File: src/rtl/key_conditioner.sv
// key_conditioner: synchronize, debounce and pulse-shape active-low pushbuttons with optional auto-repeat
module key_conditioner #(
  parameter int NUM_KEYS             = 4,
  parameter int DEBOUNCE_CYCLES      = 1_000_000,
  parameter int REPEAT_DELAY_CYCLES  = 25_000_000,
  parameter int REPEAT_PERIOD_CYCLES = 5_000_000
) (
  input  logic                clk_50MHz,
  input  logic                reset,
  input  logic [NUM_KEYS-1:0] key_n,
  input  logic [NUM_KEYS-1:0] repeat_en,
  output logic [NUM_KEYS-1:0] key_level,
  output logic [NUM_KEYS-1:0] key_press,
  output logic [NUM_KEYS-1:0] key_fire,
  output logic [NUM_KEYS-1:0] key_release
);
  localparam int MAX_AB = (DEBOUNCE_CYCLES > REPEAT_DELAY_CYCLES) ? DEBOUNCE_CYCLES : REPEAT_DELAY_CYCLES;
  localparam int MAX_P  = (MAX_AB > REPEAT_PERIOD_CYCLES) ? MAX_AB : REPEAT_PERIOD_CYCLES;
  localparam int CW     = $clog2(MAX_P) + 1;
  typedef enum logic [1:0] {IDLE, DELAY, REPEAT} state_t;
  for (genvar i = 0; i < NUM_KEYS; i++) begin : g_ch
    logic [1:0]    r_sync;
    logic [CW-1:0] r_db_cnt;
    logic [CW-1:0] r_rep_cnt;
    logic          r_stable;
    logic          r_level;
    logic          r_en;
    logic          r_press;
    logic          r_fire;
    logic          r_release;
    state_t        r_state;
    state_t        w_next;
    logic [CW-1:0] w_rep_cnt;
    logic          w_press;
    logic          w_fire;
    logic          w_release;
    logic          w_sync;
    logic          w_rise;
    logic          w_fall;
    assign w_sync = ~r_sync[1];
    assign w_rise = r_stable & ~r_level;
    assign w_fall = ~r_stable & r_level;
    // Two-flop synchronizer and debouncer: stable level flips after DEBOUNCE_CYCLES consecutive disagreements
    always_ff @(posedge clk_50MHz) begin
      if (reset) begin
        r_sync   <= 2'b11;
        r_db_cnt <= '0;
        r_stable <= 1'b0;
      end else begin
        r_sync <= {r_sync[0], key_n[i]};
        if (w_sync == r_stable) begin
          r_db_cnt <= '0;
        end else if (r_db_cnt == CW'(DEBOUNCE_CYCLES - 1)) begin
          r_db_cnt <= '0;
          r_stable <= ~r_stable;
        end else begin
          r_db_cnt <= r_db_cnt + 1'b1;
        end
      end
    end
    // Repeat FSM next state and pulses; a release overrides any coincident repeat expiry
    always_comb begin
      w_next    = r_state;
      w_rep_cnt = r_rep_cnt;
      w_press   = 1'b0;
      w_fire    = 1'b0;
      w_release = 1'b0;
      if (w_fall) begin
        w_release = 1'b1;
        w_next    = IDLE;
        w_rep_cnt = '0;
      end else begin
        case (r_state)
          IDLE: begin
            w_rep_cnt = '0;
            if (w_rise) begin
              w_press = 1'b1;
              w_fire  = 1'b1;
              w_next  = DELAY;
            end
          end
          DELAY: begin
            if (!r_en) begin
              w_rep_cnt = '0;
            end else if (r_rep_cnt == CW'(REPEAT_DELAY_CYCLES - 1)) begin
              w_fire    = 1'b1;
              w_rep_cnt = '0;
              w_next    = REPEAT;
            end else begin
              w_rep_cnt = r_rep_cnt + 1'b1;
            end
          end
          REPEAT: begin
            if (!r_en) begin
              w_rep_cnt = '0;
              w_next    = DELAY;
            end else if (r_rep_cnt == CW'(REPEAT_PERIOD_CYCLES - 1)) begin
              w_fire    = 1'b1;
              w_rep_cnt = '0;
            end else begin
              w_rep_cnt = r_rep_cnt + 1'b1;
            end
          end
          default: begin
            w_next    = IDLE;
            w_rep_cnt = '0;
          end
        endcase
      end
    end
    // FSM state, repeat counter and registered outputs
    always_ff @(posedge clk_50MHz) begin
      if (reset) begin
        r_state   <= IDLE;
        r_rep_cnt <= '0;
        r_level   <= 1'b0;
        r_en      <= 1'b0;
        r_press   <= 1'b0;
        r_fire    <= 1'b0;
        r_release <= 1'b0;
      end else begin
        r_state   <= w_next;
        r_rep_cnt <= w_rep_cnt;
        r_level   <= r_stable;
        r_en      <= repeat_en[i];
        r_press   <= w_press;
        r_fire    <= w_fire;
        r_release <= w_release;
      end
    end
    assign key_level[i]   = r_level;
    assign key_press[i]   = r_press;
    assign key_fire[i]    = r_fire;
    assign key_release[i] = r_release;
  end
endmodule

File: config.mk
export PLATFORM = sky130hd
export DESIGN_NAME = key_conditioner
export DESIGN_NICKNAME = d
export VERILOG_FILES = /design/src/rtl/key_conditioner.sv
export SDC_FILE = /design/constraint.sdc
export NUM_CORES = 1
export LEC_CHECK = 0
export BUFFER_PORTS_ARGS = -buffer_cell sky130_fd_sc_hd__buf_2
export CAP_MARGIN = 10
export CORE_UTILIZATION = 40
export DETAILED_ROUTE_END_ITERATION = 12
export HOLD_SLACK_MARGIN = 0.05
export PLACE_DENSITY = 0.55
export SLEW_MARGIN = 20
export SYNTH_ARGS = -nofsm -noshare
export SYNTH_HDL_FRONTEND = slang
export SYNTH_SLANG_ARGS = --single-unit
File: constraint.sdc
create_clock -name clk_50MHz -period 4.6 [get_ports clk_50MHz]
set_input_delay 0.92 -clock clk_50MHz [delete_from_list [all_inputs] [get_ports clk_50MHz]]
set_output_delay 0.92 -clock clk_50MHz [all_outputs]
set_load 0.05 [all_outputs]
==> results of run 1 <==
-- metal layers --
| metal | part of all wire, % | routed length, um |
|---|---|---|
| met1 | 52 | 11200 |
| met2 | 43 | 9170 |
| met3 | 3.0 | 649 |
| met4 | 2.0 | 438 |
| met5 | 0 | 0 |
-- cells in the mapped netlist (all sizes together), types with 13 or more instances --
master    n
xor2    110
xnor2    86
and4     22
ha       24
and3     30
clkbuf   28
nand3    79
nor4     26
nand2    75
inv      40
nor4b    16
dfxtp   248
and2     13
nand4    68
nor3     45
nor2    259
buf      22
-- worst max-delay path, delay by kind of cell, from the launching register on --
| family | cells | cell delay (ns) |
|---|---|---|
| AND/OR/NAND/NOR | 3 | 1.12 |
| AO/OA/AOI/OAI | 2 | 0.90 |
| flip-flops | 1 | 0.37 |
-- state kept, by name, indices dropped and copies added (netlist names) --
register        count
g_ch.r_rep_cnt    104
g_ch.r_stable       4
g_ch.r_sync         8
g_ch.r_level        4
g_ch.r_state        8
g_ch.r_release      4
g_ch.r_db_cnt     104
g_ch.r_en           4
g_ch.r_fire         4
g_ch.r_press        4
-- final cells by class --
type / count / area, um2 / area share, %
Inverter: 40 / 150 / 1.20
Tap cell: 372 / 465 / 3.72
Clock buffer: 42 / 855 / 6.83
Sequential cell: 248 / 4960 / 39.7
Clock inverter: 10 / 118 / 0.941
Timing Repair Buffer: 25 / 125 / 1.00
Multi-Input combinational cell: 949 / 5830 / 46.6
-- through the flow --
step	utilization, %	area (um2)	std cells
final	46.0	12500	1686
after CTS	45.9	12500	1686
after global placement	42.4	11500	1634
after detailed placement	42.4	11500	1634
after global routing	46.0	12500	1686
after floorplan	-	11200	1287
-- worst paths after layout --
check | from | to | slack, ns | cells past startpoint
max | g_ch[1].r_rep_cnt[16] | g_ch[1].r_rep_cnt[3] | 2.06 | 5
min | g_ch[1].r_sync[0] | g_ch[1].r_sync[1] | 0.42 | 1
max reg2reg | g_ch[1].r_rep_cnt[16] | g_ch[1].r_rep_cnt[3] | 2.06 | 5
min reg2reg | g_ch[1].r_sync[0] | g_ch[1].r_sync[1] | 0.42 | 1
-- cell families (layout without fill, tap and decap cells) --
family | after synthesis | count (layout) | synth area share (%)
and+or+nand+nor | 681 | 681 | 30.5
DFF | 248 | 248 | 44.4
xor gates and xnor gates | 196 | 196 | 15.4
buffers and inverters | 90 | 117 | 3.62
AOI/OAI and AO/OA | 38 | 38 | 2.45
adders and majority gates | 24 | 24 | 2.69
muxes | 10 | 10 | 0.963
-- where the power goes --
part           switching (W)   total, W  internal (W)
combinational      0.0000526  0.0000871     0.0000345
sequential         0.0000106    0.00217       0.00216
clock               0.000897    0.00229       0.00140
==> reports/summary.json, run 1 <==
{
  "status": "complete, no violations",
  "gr-usage-met2_pct": 23.8,
  "yosys_register_bits": 248,
  "start_util_pct": 41.1,
  "postSynth.topFlopCell": "dfxtp_1",
  "class_of_the_worst_hold_path": "reg -> reg",
  "grt_usage_pct": 15.2,
  "synth-seq-area-share_pct": 44.4,
  "cp_common_cell": "or4_1",
  "grt_first_pass_wirelength_mm": 37.3,
  "synth.area.top_cells": "dfxtp_1 (44%), nor2_1 (8.7%), xor2_1 (8.6%)",
  "synth_warnings": 0,
  "cts.repair.resized": 0,
  "final.setup_skew_ns": 0.00871,
  "num_vias": 8395,
  "cts-buffers-inserted": 29,
  "mostFrequentLayoutCell": "nor2_1",
  "h_tree_depth": 1,
  "number_of_enable_flip_flop_cells_after_synthesis": 0,
  "ios": 26,
  "synthesis.area_mm2": 0.0112,
  "tritoncts": "done",
  "insertedDiodeCount": 0,
  "worst-path-max-fanout": 26,
  "die_extent_in_y_um": 169,
  "cts_hold_repair.buffers": 0,
  "count_of_standard_cell_rows": 60,
  "clockRootBuffer": "clkbuf_16",
  "pre_cts_ws_ns": 1.84,
  "drt-vias-per-instance": 4.98,
  "cts_setup_buffers": 0,
  "rsz0062_at_grt": "false",
  "period_share_pct": 55.2,
  "timing.critical_path.slowest_stage_cell": "a211o_1",
  "cp-end-kind": "flop",
  "clock-sinks": 248,
  "grt_max_degree": 38,
  "layout_setup_ws_ns": 2.06,
  "layout_min_cycle_time_ns": 2.54,
  "setup_viol": 0,
  "leakagePower_nw": 3.97,
  "layout-area-overhead-vs-synth_pct": 11.9,
  "wirelength_mm": 21.4,
  "yosys.area.top_type_share_pct": 44.4,
  "route.antenna.remaining_nets": 0,
  "clock_latency_ns": 0.54,
  "use_met3_pct": 2.33,
  "layout_common_cells": "nor2_1 (259), dfxtp_1 (248), xor2_1 (110)",
  "asyncSetResetFlopFracSynth_pct": 0,
  "first_iter_violations": 456,
  "die-area_mm2": 0.0286,
  "syn_inst": 1287,
  "p_per_area_mw_per_mm2": 364,
  "grt_antenna_before_repair": 1,
  "clock_transition_at_path_regs_ns": 0.06,
  "dr.pass1.iters": 5,
  "critPathLaunchType": "flop",
  "fin_worst_hold_slack_ns": 0.416,
  "number_of_global_route_vias_before_repair": 7769,
  "io_buffer_count": 25,
  "syn-mean-instance-area_um2": 8.68,
  "top_usage_layer": "met2",
  "routedWlPerCell_um": 12.7,
  "grt_use_met1_pct": 21.6,
  "tightest_pin_transition_ns": 1.08,
  "cp_cell_sequence": "or4_1, or4_1, o21ai_0, a211o_1, nor2_1",
  "hpwl_mm": 14.2,
  "synth_top_area_cell": "dfxtp_1",
  "ratio_of_cells_with_drive_above_1_in_the_final_layout_pct": 7.31,
  "fill_cells": 2737,
  "netlist-cell-type-count": 53,
  "core-area_mm2": 0.0272,
  "drc": 0,
  "mappedNetlistNets": 1321,
  "fp.dieW_um": 169,
  "crit_required_ns": 4.99,
  "grt_remaining_overflow": 0,
  "nNetsFinal": 1327,
  "p_total_w": 0.00455,
  "path_class": "reg -> reg",
  "critical_path.max_stage_delay_ns": 0.72,
  "gp_congestion": 0.813,
  "fin_tns_setup_ns": 0,
  "final_slew_violations": 0,
  "report.final.hold_viol_count": 0,
  "maxCapViolations": 0,
  "irDropWorstVdd_mv": 0.266,
  "max-slew-margin-rel_pct": 27.4,
  "timing.fmax_ghz": 0.394,
  "cp.arrival_ns": 2.93,
  "clock_path_buffers": 3
}
Power figures use the tool's default switching activity.
==> inputs of run 2 (changes only) <==
- PLACE_DENSITY: 0.55 -> 0.57
- clock period: 4.6 -> 2.3 ns (I/O delays scaled with it)
==> reports/summary.json, run 2 (same netlist as run 1, synthesis figures left out) <==
{
  "status": {"value": "complete, no violations", "change": "unchanged"},
  "routedWlPerCell": {"value": 12.3, "unit": "um", "change": "was 12.7 um"},
  "maxCapViolations": {"value": 0, "change": "unchanged"},
  "grt_first_pass_wirelength": {"value": 37.7, "unit": "mm", "change": "was 37.3 mm"},
  "worst-path-max-fanout": {"value": 4, "change": "was 26"},
  "reg.largest.list": {"value": "g_ch.r_db_cnt: 104 flops, g_ch.r_rep_cnt: 104 flops", "change": "unchanged"},
  "number_of_global_route_vias_before_repair": {"value": 8151, "change": "was 7,769"},
  "h_tree_depth": {"value": 1, "change": "unchanged"},
  "p_per_area": {"value": 758, "unit": "mW/mm2", "change": "was 364 mW/mm2"},
  "timing.reg2reg.setup_slack": {"value": 0.24, "unit": "ns", "change": "was 2.06 ns"},
  "drt-vias-per-instance": {"value": 4.94, "change": "was 4.98"},
  "mostFrequentLayoutCell": {"value": "nor2_1", "change": "unchanged"},
  "count_of_standard_cell_rows": {"value": 60, "change": "unchanged"},
  "start_util": {"value": 41.1, "unit": "%", "change": "unchanged"},
  "die-area": {"value": 0.0286, "unit": "mm2", "change": "unchanged"},
  "nNetsFinal": {"value": 1349, "change": "was 1,327"},
  "class_of_the_worst_hold_path": {"value": "in -> reg", "change": "was reg -> reg"},
  "layout_min_cycle_time": {"value": 2.06, "unit": "ns", "change": "was 2.54 ns"},
  "clock_latency": {"value": 0.53, "unit": "ns", "change": "was 0.54 ns"},
  "leakagePower": {"value": 4.19, "unit": "nW", "change": "was 3.97 nW"},
  "hpwl": {"value": 14.2, "unit": "mm", "change": "about the same"},
  "period_share": {"value": 89.6, "unit": "%", "change": "was 55.2%"},
  "tritoncts": {"value": "done", "change": "unchanged"},
  "wirelength": {"value": 21.1, "unit": "mm", "change": "was 21.4 mm"},
  "layout_common_cells": {"value": "nor2_1 (259), dfxtp_1 (248), xor2_1 (110)", "change": "unchanged"},
  "fin_tns_setup": {"value": 0, "unit": "ns", "change": "unchanged"},
  "io_buffer_count": {"value": 25, "change": "unchanged"},
  "grt_usage": {"value": 15.3, "unit": "%", "change": "was 15.2%"},
  "gp_congestion": {"value": 0.779, "change": "was 0.813"},
  "layout-area-overhead-vs-synth": {"value": 15.1, "unit": "%", "change": "was 11.9%"},
  "cts.repair.resized": {"value": 0, "change": "unchanged"},
  "dr.pass1.iters": {"value": 5, "change": "unchanged"},
  "critPathLaunchType": {"value": "flop", "change": "unchanged"},
  "cp-end-kind": {"value": "flop", "change": "unchanged"},
  "grt_remaining_overflow": {"value": 0, "change": "unchanged"},
  "clock-sinks": {"value": 248, "change": "unchanged"},
  "report.final.hold_viol_count": {"value": 0, "change": "unchanged"},
  "ratio_of_cells_with_drive_above_1_in_the_final_layout": {"value": 8.68, "unit": "%", "change": "was 7.31%"},
  "fp.dieW": {"value": 169, "unit": "um", "change": "unchanged"},
  "pre_cts_ws": {"value": 0.215, "unit": "ns", "change": "was 1.84 ns"},
  "final_slew_violations": {"value": 0, "change": "unchanged"},
  "irDropWorstVdd": {"value": 0.531, "unit": "mV", "change": "was 0.266 mV"},
  "clockRootBuffer": {"value": "clkbuf_16", "change": "unchanged"},
  "path_class": {"value": "reg -> reg", "change": "unchanged"},
  "insertedDiodeCount": {"value": 0, "change": "unchanged"},
  "crit_required": {"value": 2.76, "unit": "ns", "change": "was 4.99 ns"},
  "cts_hold_repair.buffers": {"value": 0, "change": "unchanged"},
  "first_iter_violations": {"value": 410, "change": "was 456"},
  "clock_transition_at_path_regs": {"value": 0.06, "unit": "ns", "change": "about the same"},
  "max-slew-margin-rel": {"value": 57.6, "unit": "%", "change": "was 27.4%"},
  "cts_setup_buffers": {"value": 0, "change": "unchanged"},
  "die_extent_in_y": {"value": 169, "unit": "um", "change": "unchanged"},
  "core-area": {"value": 0.0272, "unit": "mm2", "change": "unchanged"},
  "clock_path_buffers": {"value": 3, "change": "unchanged"},
  "cp.arrival": {"value": 2.52, "unit": "ns", "change": "was 2.93 ns"},
  "rsz0062_at_grt": {"value": "false", "change": "unchanged"},
  "final.setup_skew": {"value": 0.0120, "unit": "ns", "change": "was 0.00871 ns"},
  "num_vias": {"value": 8435, "change": "was 8,395"},
  "drc": {"value": 0, "change": "unchanged"},
  "tightest_pin_transition": {"value": 0.632, "unit": "ns", "change": "was 1.08 ns"},
  "layout_setup_ws": {"value": 0.239, "unit": "ns", "change": "was 2.06 ns"},
  "timing.critical_path.from": {"value": "g_ch[1].r_rep_cnt[12]", "change": "was g_ch[1].r_rep_cnt[16]"},
  "grt_max_degree": {"value": 27, "change": "was 38"},
  "holdCritStartpoint": {"value": "key_n[0]", "change": "was g_ch[1].r_sync[0]"},
  "setup_viol": {"value": 0, "change": "unchanged"},
  "startpoint_of_the_worst_register_to_register_path": {"value": "g_ch[1].r_rep_cnt[12]", "change": "was g_ch[1].r_rep_cnt[16]"},
  "ios": {"value": 26, "change": "unchanged"},
  "timing.fmax": {"value": 0.485, "unit": "GHz", "change": "was 0.394 GHz"},
  "route.antenna.remaining_nets": {"value": 0, "change": "unchanged"},
  "cts-buffers-inserted": {"value": 29, "change": "unchanged"},
  "grt_antenna_before_repair": {"value": 0, "change": "was 1"}
}
[run 2: cell count changes in the layout (fill, tap and decap cells not counted), moves of 3 or more]
cell        change
buf_12          +6
bufinv_16       +7
buf_4          +16
clkbuf_8        -3
clkinvlp_4      -4
[run 2: path summary, 6_finish.rpt]
check                                          to  cells past startpoint
worst max-delay path               g_ch[1].r_fire                      5
worst min-delay path            g_ch[0].r_sync[0]                      2
worst max register to register     g_ch[1].r_fire                      5
worst min register to register  g_ch[3].r_sync[1]                      1
[run 2: worst max-delay path: stages, from the launching register on]
cell and delay [ns]:
dfxtp_1 0.33, or4_1 0.50, or4_1 0.43, mux2_4 0.27, a2111o_1 0.29, a211oi_2 0.17
[run 2: final cells by class]
| class | instances | area, um2 |
|---|---|---|
| fillers | 2687 | 14300 |
| multi-input cells | 949 | 5810 |
| flip-flops and latches | 248 | 4960 |
| clock buffers | 40 | 817 |
| well taps | 372 | 465 |
| repair buffers | 47 | 365 |
| clock inverters | 13 | 290 |
| inverters | 40 | 150 |
[run 2: per-stage QoR]
| step | instances | hold slack (ns) | total power (W) | utilization [%] | cell area (um2) |
|---|---|---|---|---|---|
| 2_1_floorplan | 1287 | 0.389 | 0.00456 | - | 11200 |
| 3_3_place_gp | 1656 | 0.394 | 0.00462 | 43.2 | 11800 |
| 3_5_place_dp | 1656 | 0.397 | 0.00462 | 43.2 | 11800 |
| 4_1_cts | 1709 | 0.0788 | 0.00990 | 47.3 | 12900 |
| 5_1_grt | 1709 | 0.0850 | 0.0101 | 47.3 | 12900 |
| 6_report | 1709 | 0.109 | 0.00975 | 47.3 | 12900 |
[run 2: metal layers]
layer	track usage, %	routed length, um	vias to the layer above
met5	0	0	-
met4	5.52	665	0
met3	2.36	606	45
met2	24.5	9050	96
met1	20.8	10800	3862
li1	-	-	4432
[run 2: where the power goes]
group          leakage [nW]  switching [W]  total (W)  internal, W
clock network         0.543        0.00175    0.00522      0.00347
logic                  1.65       0.000108   0.000186    0.0000783
registers              2.00      0.0000201    0.00434      0.00432
total                  4.19        0.00187    0.00975      0.00787
==> inputs of run 3 (changes only) <==
- ABC_AREA: unset -> 1
==> reports/summary.json, run 3 <==
{
  "status": {"value": "complete, no violations", "change": "unchanged"},
  "clock-sinks": {"value": 248, "change": "unchanged"},
  "timing.fmax": {"value": 0.524, "unit": "GHz", "change": "was 0.485 GHz"},
  "synthAdderAreaFrac": {"value": 2.34, "unit": "%", "change": "was 2.69%"},
  "synth-compound-area-share": {"value": 4.07, "unit": "%", "change": "was 2.45%"},
  "numPlacedInstances": {"value": 2229, "change": "was 1,656"},
  "start_util": {"value": 40.7, "unit": "%", "change": "was 41.1%"},
  "ratio_of_cells_with_drive_above_1_in_the_final_layout": {"value": 9.56, "unit": "%", "change": "was 8.68%"},
  "cp.arrival": {"value": 2.37, "unit": "ns", "change": "was 2.52 ns"},
  "class_of_the_worst_hold_path": {"value": "in -> reg", "change": "unchanged"},
  "layout_min_cycle_time": {"value": 1.91, "unit": "ns", "change": "was 2.06 ns"},
  "clock_path_buffers": {"value": 3, "change": "unchanged"},
  "worst-path-max-fanout": {"value": 26, "change": "was 4"},
  "layout-area-overhead-vs-synth": {"value": 10.9, "unit": "%", "change": "was 15.1%"},
  "grt_remaining_overflow": {"value": 0, "change": "unchanged"},
  "gr-usage-met2": {"value": 27.1, "unit": "%", "change": "was 24.5%"},
  "tightest_pin_transition": {"value": 0.545, "unit": "ns", "change": "was 0.632 ns"},
  "io_buffer_count": {"value": 25, "change": "unchanged"},
  "synth-seq-area-share": {"value": 38.7, "unit": "%", "change": "was 44.4%"},
  "top_usage_layer": {"value": "met2", "change": "unchanged"},
  "maxCapViolations": {"value": 0, "change": "unchanged"},
  "postSynth.topFlopCell": {"value": "dfxtp_1", "change": "unchanged"},
  "number_of_global_route_vias_before_repair": {"value": 10200, "change": "was 8,151"},
  "asyncSetResetFlopFracSynth": {"value": 0, "unit": "%", "change": "unchanged"},
  "main_combinational_cell_family_by_area_after_synthesis": {"value": "simple AND/OR/NAND/NOR gates", "change": "unchanged"},
  "rsz0062_at_grt": {"value": "false", "change": "unchanged"},
  "num_vias": {"value": 10800, "change": "was 8,435"},
  "hold_path_end": {"value": "g_ch[3].r_sync[0]", "change": "was g_ch[0].r_sync[0]"},
  "post_synth_xor_xnor_area": {"value": 7.51, "unit": "%", "change": "was 15.4%"},
  "number_of_enable_flip_flop_cells_after_synthesis": {"value": 0, "change": "unchanged"},
  "leakagePower": {"value": 5.01, "unit": "nW", "change": "was 4.19 nW"},
  "gp_congestion": {"value": 0.911, "change": "was 0.779"},
  "tritoncts": {"value": "done", "change": "unchanged"},
  "cp_cell_sequence": {"value": "ha_1, nand2_1, inv_1, nand2_2, nor2_2, nand3_1, nand2_2, nand2_1, nand3_2, nor2_1", "change": "was or4_1, or4_1, mux2_4, a2111o_1, a211oi_2"},
  "die_extent_in_y": {"value": 181, "unit": "um", "change": "was 169 um"},
  "syn_inst": {"value": 1834, "change": "was 1,287"},
  "synthMostInstantiatedCell": {"value": "nand2_1", "change": "was nor2_1"},
  "holdPathStages": {"value": 2, "change": "unchanged"},
  "grt_use_met1": {"value": 23.1, "unit": "%", "change": "was 20.8%"},
  "cts_hold_repair.buffers": {"value": 0, "change": "unchanged"},
  "netlist-cell-type-count": {"value": 43, "change": "was 53"},
  "cp-end-kind": {"value": "flop", "change": "unchanged"},
  "fin_cells": {"value": 2285, "change": "was 1,709"},
  "fill_cells": {"value": 3278, "change": "was 2,687"},
  "clock_latency": {"value": 0.55, "unit": "ns", "change": "was 0.53 ns"},
  "nNetsFinal": {"value": 1893, "change": "was 1,349"},
  "crit-reg2reg-capture": {"value": "g_ch[3].r_rep_cnt[14]", "change": "was g_ch[1].r_fire"},
  "cts.repair.resized": {"value": 0, "change": "unchanged"},
  "ios": {"value": 26, "change": "unchanged"},
  "critPathLaunchType": {"value": "flop", "change": "unchanged"},
  "final.setup_skew": {"value": 0.0129, "unit": "ns", "change": "was 0.0120 ns"},
  "timing.critical_path.slowest_stage_cell": {"value": "nand3_2", "change": "was or4_1"},
  "critical_path_buf_inv_count": {"value": 1, "change": "was 0"},
  "reg.largest.list": {"value": "g_ch.r_db_cnt: 104 flops, g_ch.r_rep_cnt: 104 flops", "change": "unchanged"},
  "synth_warnings": {"value": 0, "change": "unchanged"},
  "use_met3": {"value": 2.24, "unit": "%", "change": "was 2.36%"},
  "wirelength": {"value": 26.9, "unit": "mm", "change": "was 21.1 mm"},
  "fp.dieW": {"value": 181, "unit": "um", "change": "was 169 um"},
  "max-slew-margin-rel": {"value": 63.6, "unit": "%", "change": "was 57.6%"},
  "cts-buffers-inserted": {"value": 30, "change": "was 29"},
  "holdCritStartpoint": {"value": "key_n[3]", "change": "was key_n[0]"},
  "dr.pass1.iters": {"value": 5, "change": "unchanged"},
  "fin_tns_setup": {"value": 0, "unit": "ns", "change": "unchanged"},
  "grt_antenna_before_repair": {"value": 0, "change": "unchanged"},
  "routedWlPerCell": {"value": 11.8, "unit": "um", "change": "was 12.3 um"},
  "mappedNetlistNets": {"value": 1868, "change": "was 1,321"},
  "clock_transition_at_path_regs": {"value": 0.06, "unit": "ns", "change": "about the same"},
  "clockRootBuffer": {"value": "clkbuf_16", "change": "unchanged"},
  "insertedDiodeCount": {"value": 0, "change": "unchanged"},
  "drc": {"value": 0, "change": "unchanged"},
  "synth_simple_gate_area_share": {"value": 37.9, "unit": "%", "change": "was 30.5%"},
  "cts_setup_buffers": {"value": 0, "change": "unchanged"},
  "setup_viol": {"value": 0, "change": "unchanged"},
  "report.final.hold_viol_count": {"value": 0, "change": "unchanged"},
  "first_iter_violations": {"value": 579, "change": "was 410"},
  "h_tree_depth": {"value": 1, "change": "unchanged"},
  "period_share": {"value": 82.9, "unit": "%", "change": "was 89.6%"},
  "route.antenna.remaining_nets": {"value": 0, "change": "unchanged"},
  "synth.cells.most_frequent": {"value": "nand2_1 (372), nor2_1 (364), dfxtp_1 (248), inv_1 (234), nand3_1 (106)", "change": "was nor2_1 (259), dfxtp_1 (248), xor2_1 (110), xnor2_1 (86), nand3_1 (79)"},
  "critical_path.max_stage_delay": {"value": 0.42, "unit": "ns", "change": "was 0.50 ns"},
  "count_of_standard_cell_rows": {"value": 65, "change": "was 60"},
  "hpwl": {"value": 19.8, "unit": "mm", "change": "was 14.2 mm"},
  "yosys.area.top_type_share": {"value": 38.7, "unit": "%", "change": "was 44.4%"},
  "layout_setup_ws": {"value": 0.393, "unit": "ns", "change": "was 0.239 ns"},
  "grt_usage": {"value": 16.7, "unit": "%", "change": "was 15.3%"},
  "synthesis.area": {"value": 0.0128, "unit": "mm2", "change": "was 0.0112 mm2"},
  "mostFrequentLayoutCell": {"value": "nand2_1", "change": "was nor2_1"},
  "layout_common_cells": {"value": "nand2_1 (372), nor2_1 (364), dfxtp_1 (248)", "change": "was nor2_1 (259), dfxtp_1 (248), xor2_1 (110)"},
  "synth.area.top_cells": {"value": "dfxtp_1 (39%), nand2_1 (11%), nor2_1 (11%)", "change": "was dfxtp_1 (44%), nor2_1 (8.7%), xor2_1 (8.6%)"},
  "pre_cts_ws": {"value": 0.221, "unit": "ns", "change": "was 0.215 ns"},
  "yosys_register_bits": {"value": 248, "change": "unchanged"},
  "core-area": {"value": 0.0316, "unit": "mm2", "change": "was 0.0272 mm2"},
  "crit_required": {"value": 2.76, "unit": "ns", "change": "about the same"},
  "timing.reg2reg.setup_slack": {"value": 0.39, "unit": "ns", "change": "was 0.24 ns"},
  "syn-mean-instance-area": {"value": 7.00, "unit": "um2", "change": "was 8.68 um2"},
  "die-area": {"value": 0.0328, "unit": "mm2", "change": "was 0.0286 mm2"},
  "irDropWorstVdd": {"value": 0.702, "unit": "mV", "change": "was 0.531 mV"},
  "synth_top_area_cell": {"value": "dfxtp_1", "change": "unchanged"},
  "path_class": {"value": "reg -> reg", "change": "unchanged"},
  "startpoint_of_the_worst_register_to_register_path": {"value": "g_ch[3].r_rep_cnt[0]", "change": "was g_ch[1].r_rep_cnt[12]"},
  "cpLargestDelayFamily": {"value": "simple AND/OR/NAND/NOR gates", "change": "unchanged"},
  "cell_depth_of_the_worst_flop_to_flop_path": {"value": 10, "change": "was 5"},
  "grt_max_degree": {"value": 27, "change": "unchanged"},
  "drt-vias-per-instance": {"value": 4.74, "change": "was 4.94"},
  "yosys-mux-area-fraction": {"value": 0, "unit": "%", "change": "was 0.963%"},
  "final_slew_violations": {"value": 0, "change": "unchanged"},
  "p_per_area": {"value": 657, "unit": "mW/mm2", "change": "was 758 mW/mm2"},
  "grt_first_pass_wirelength": {"value": 46.9, "unit": "mm", "change": "was 37.7 mm"}
}
## run 3: cell count changes in the layout (fill, tap and decap cells not counted), sizes merged, moves of 23 or more
cell	previous run	this run
nand4	68	45
xnor2	86	32
nand3	79	118
nor3	45	83
nor4	26	3
nor2	259	407
inv	40	240
and3	30	3
a21oi	6	55
xor2	110	78
nand2	75	389
## run 3: stage by stage
| step | hold WS [ns] | utilization (%) | area [um2] | power [W] |
|---|---|---|---|---|
| after global placement | 0.391 | 41.8 | 13200 | 0.00449 |
| after floorplan | 0.389 | - | 12800 | 0.00446 |
| after global routing | 0.0691 | 45.1 | 14200 | 0.00973 |
| after CTS | 0.0578 | 45.1 | 14200 | 0.00953 |
| final | 0.0893 | 45.1 | 14200 | 0.00935 |
| after detailed placement | 0.399 | 41.8 | 13200 | 0.00449 |
## run 3: area by class of cell
cell class / instances / area [um2] / share of cell area, %
sequential: 248 / 4960 / 34.9
inverter: 239 / 897 / 6.30
clock buffer: 44 / 865 / 6.08
tap: 402 / 503 / 3.54
multi-input combinational: 1310 / 6650 / 46.7
clock inverter: 12 / 189 / 1.33
timing repair buffer: 30 / 163 / 1.14
## run 3: where the power goes
part	internal, W	total [W]	switching, W
logic	0.0000235	0.0000734	0.0000499
clock network	0.00315	0.00496	0.00181
registers	0.00431	0.00432	0.00000785
total	0.00748	0.00935	0.00186
## run 3: per-layer routing
layer	part of all wire [%]	up-vias
met1	51	4857
met3	3.2	39
met4	2.0	0
met5	0	-
met2	44	128
li1	-	5802
## run 3: worst max-delay path by stage
stage / slack (ns) / from / endpoint / depth (start not counted)
3_5_place_dp: 0.22 / reset / g_ch[3].r_db_cnt[2] / 6
5_1_grt: 0.20 / g_ch[3].r_rep_cnt[0] / g_ch[3].r_rep_cnt[7] / 10
4_1_cts: 0.37 / g_ch[3].r_db_cnt[0] / g_ch[3].r_db_cnt[19] / 8
2_1_floorplan: 0.78 / g_ch[3].r_rep_cnt[0] / g_ch[3].r_rep_cnt[16] / 11
3_3_place_gp: 0.24 / reset / g_ch[3].r_db_cnt[19] / 6
6_report: 0.39 / g_ch[3].r_rep_cnt[0] / g_ch[3].r_rep_cnt[14] / 10
## run 3: cells by family (layout without fill, tap and decap cells)
kind of cell	after synthesis	in the layout
buffers and inverters	276	325
and+or+nand+nor	1083	1083
DFF	248	248
AOI/OAI and AO/OA	93	93
adders and majority gates	24	24
xor gates and xnor gates	110	110
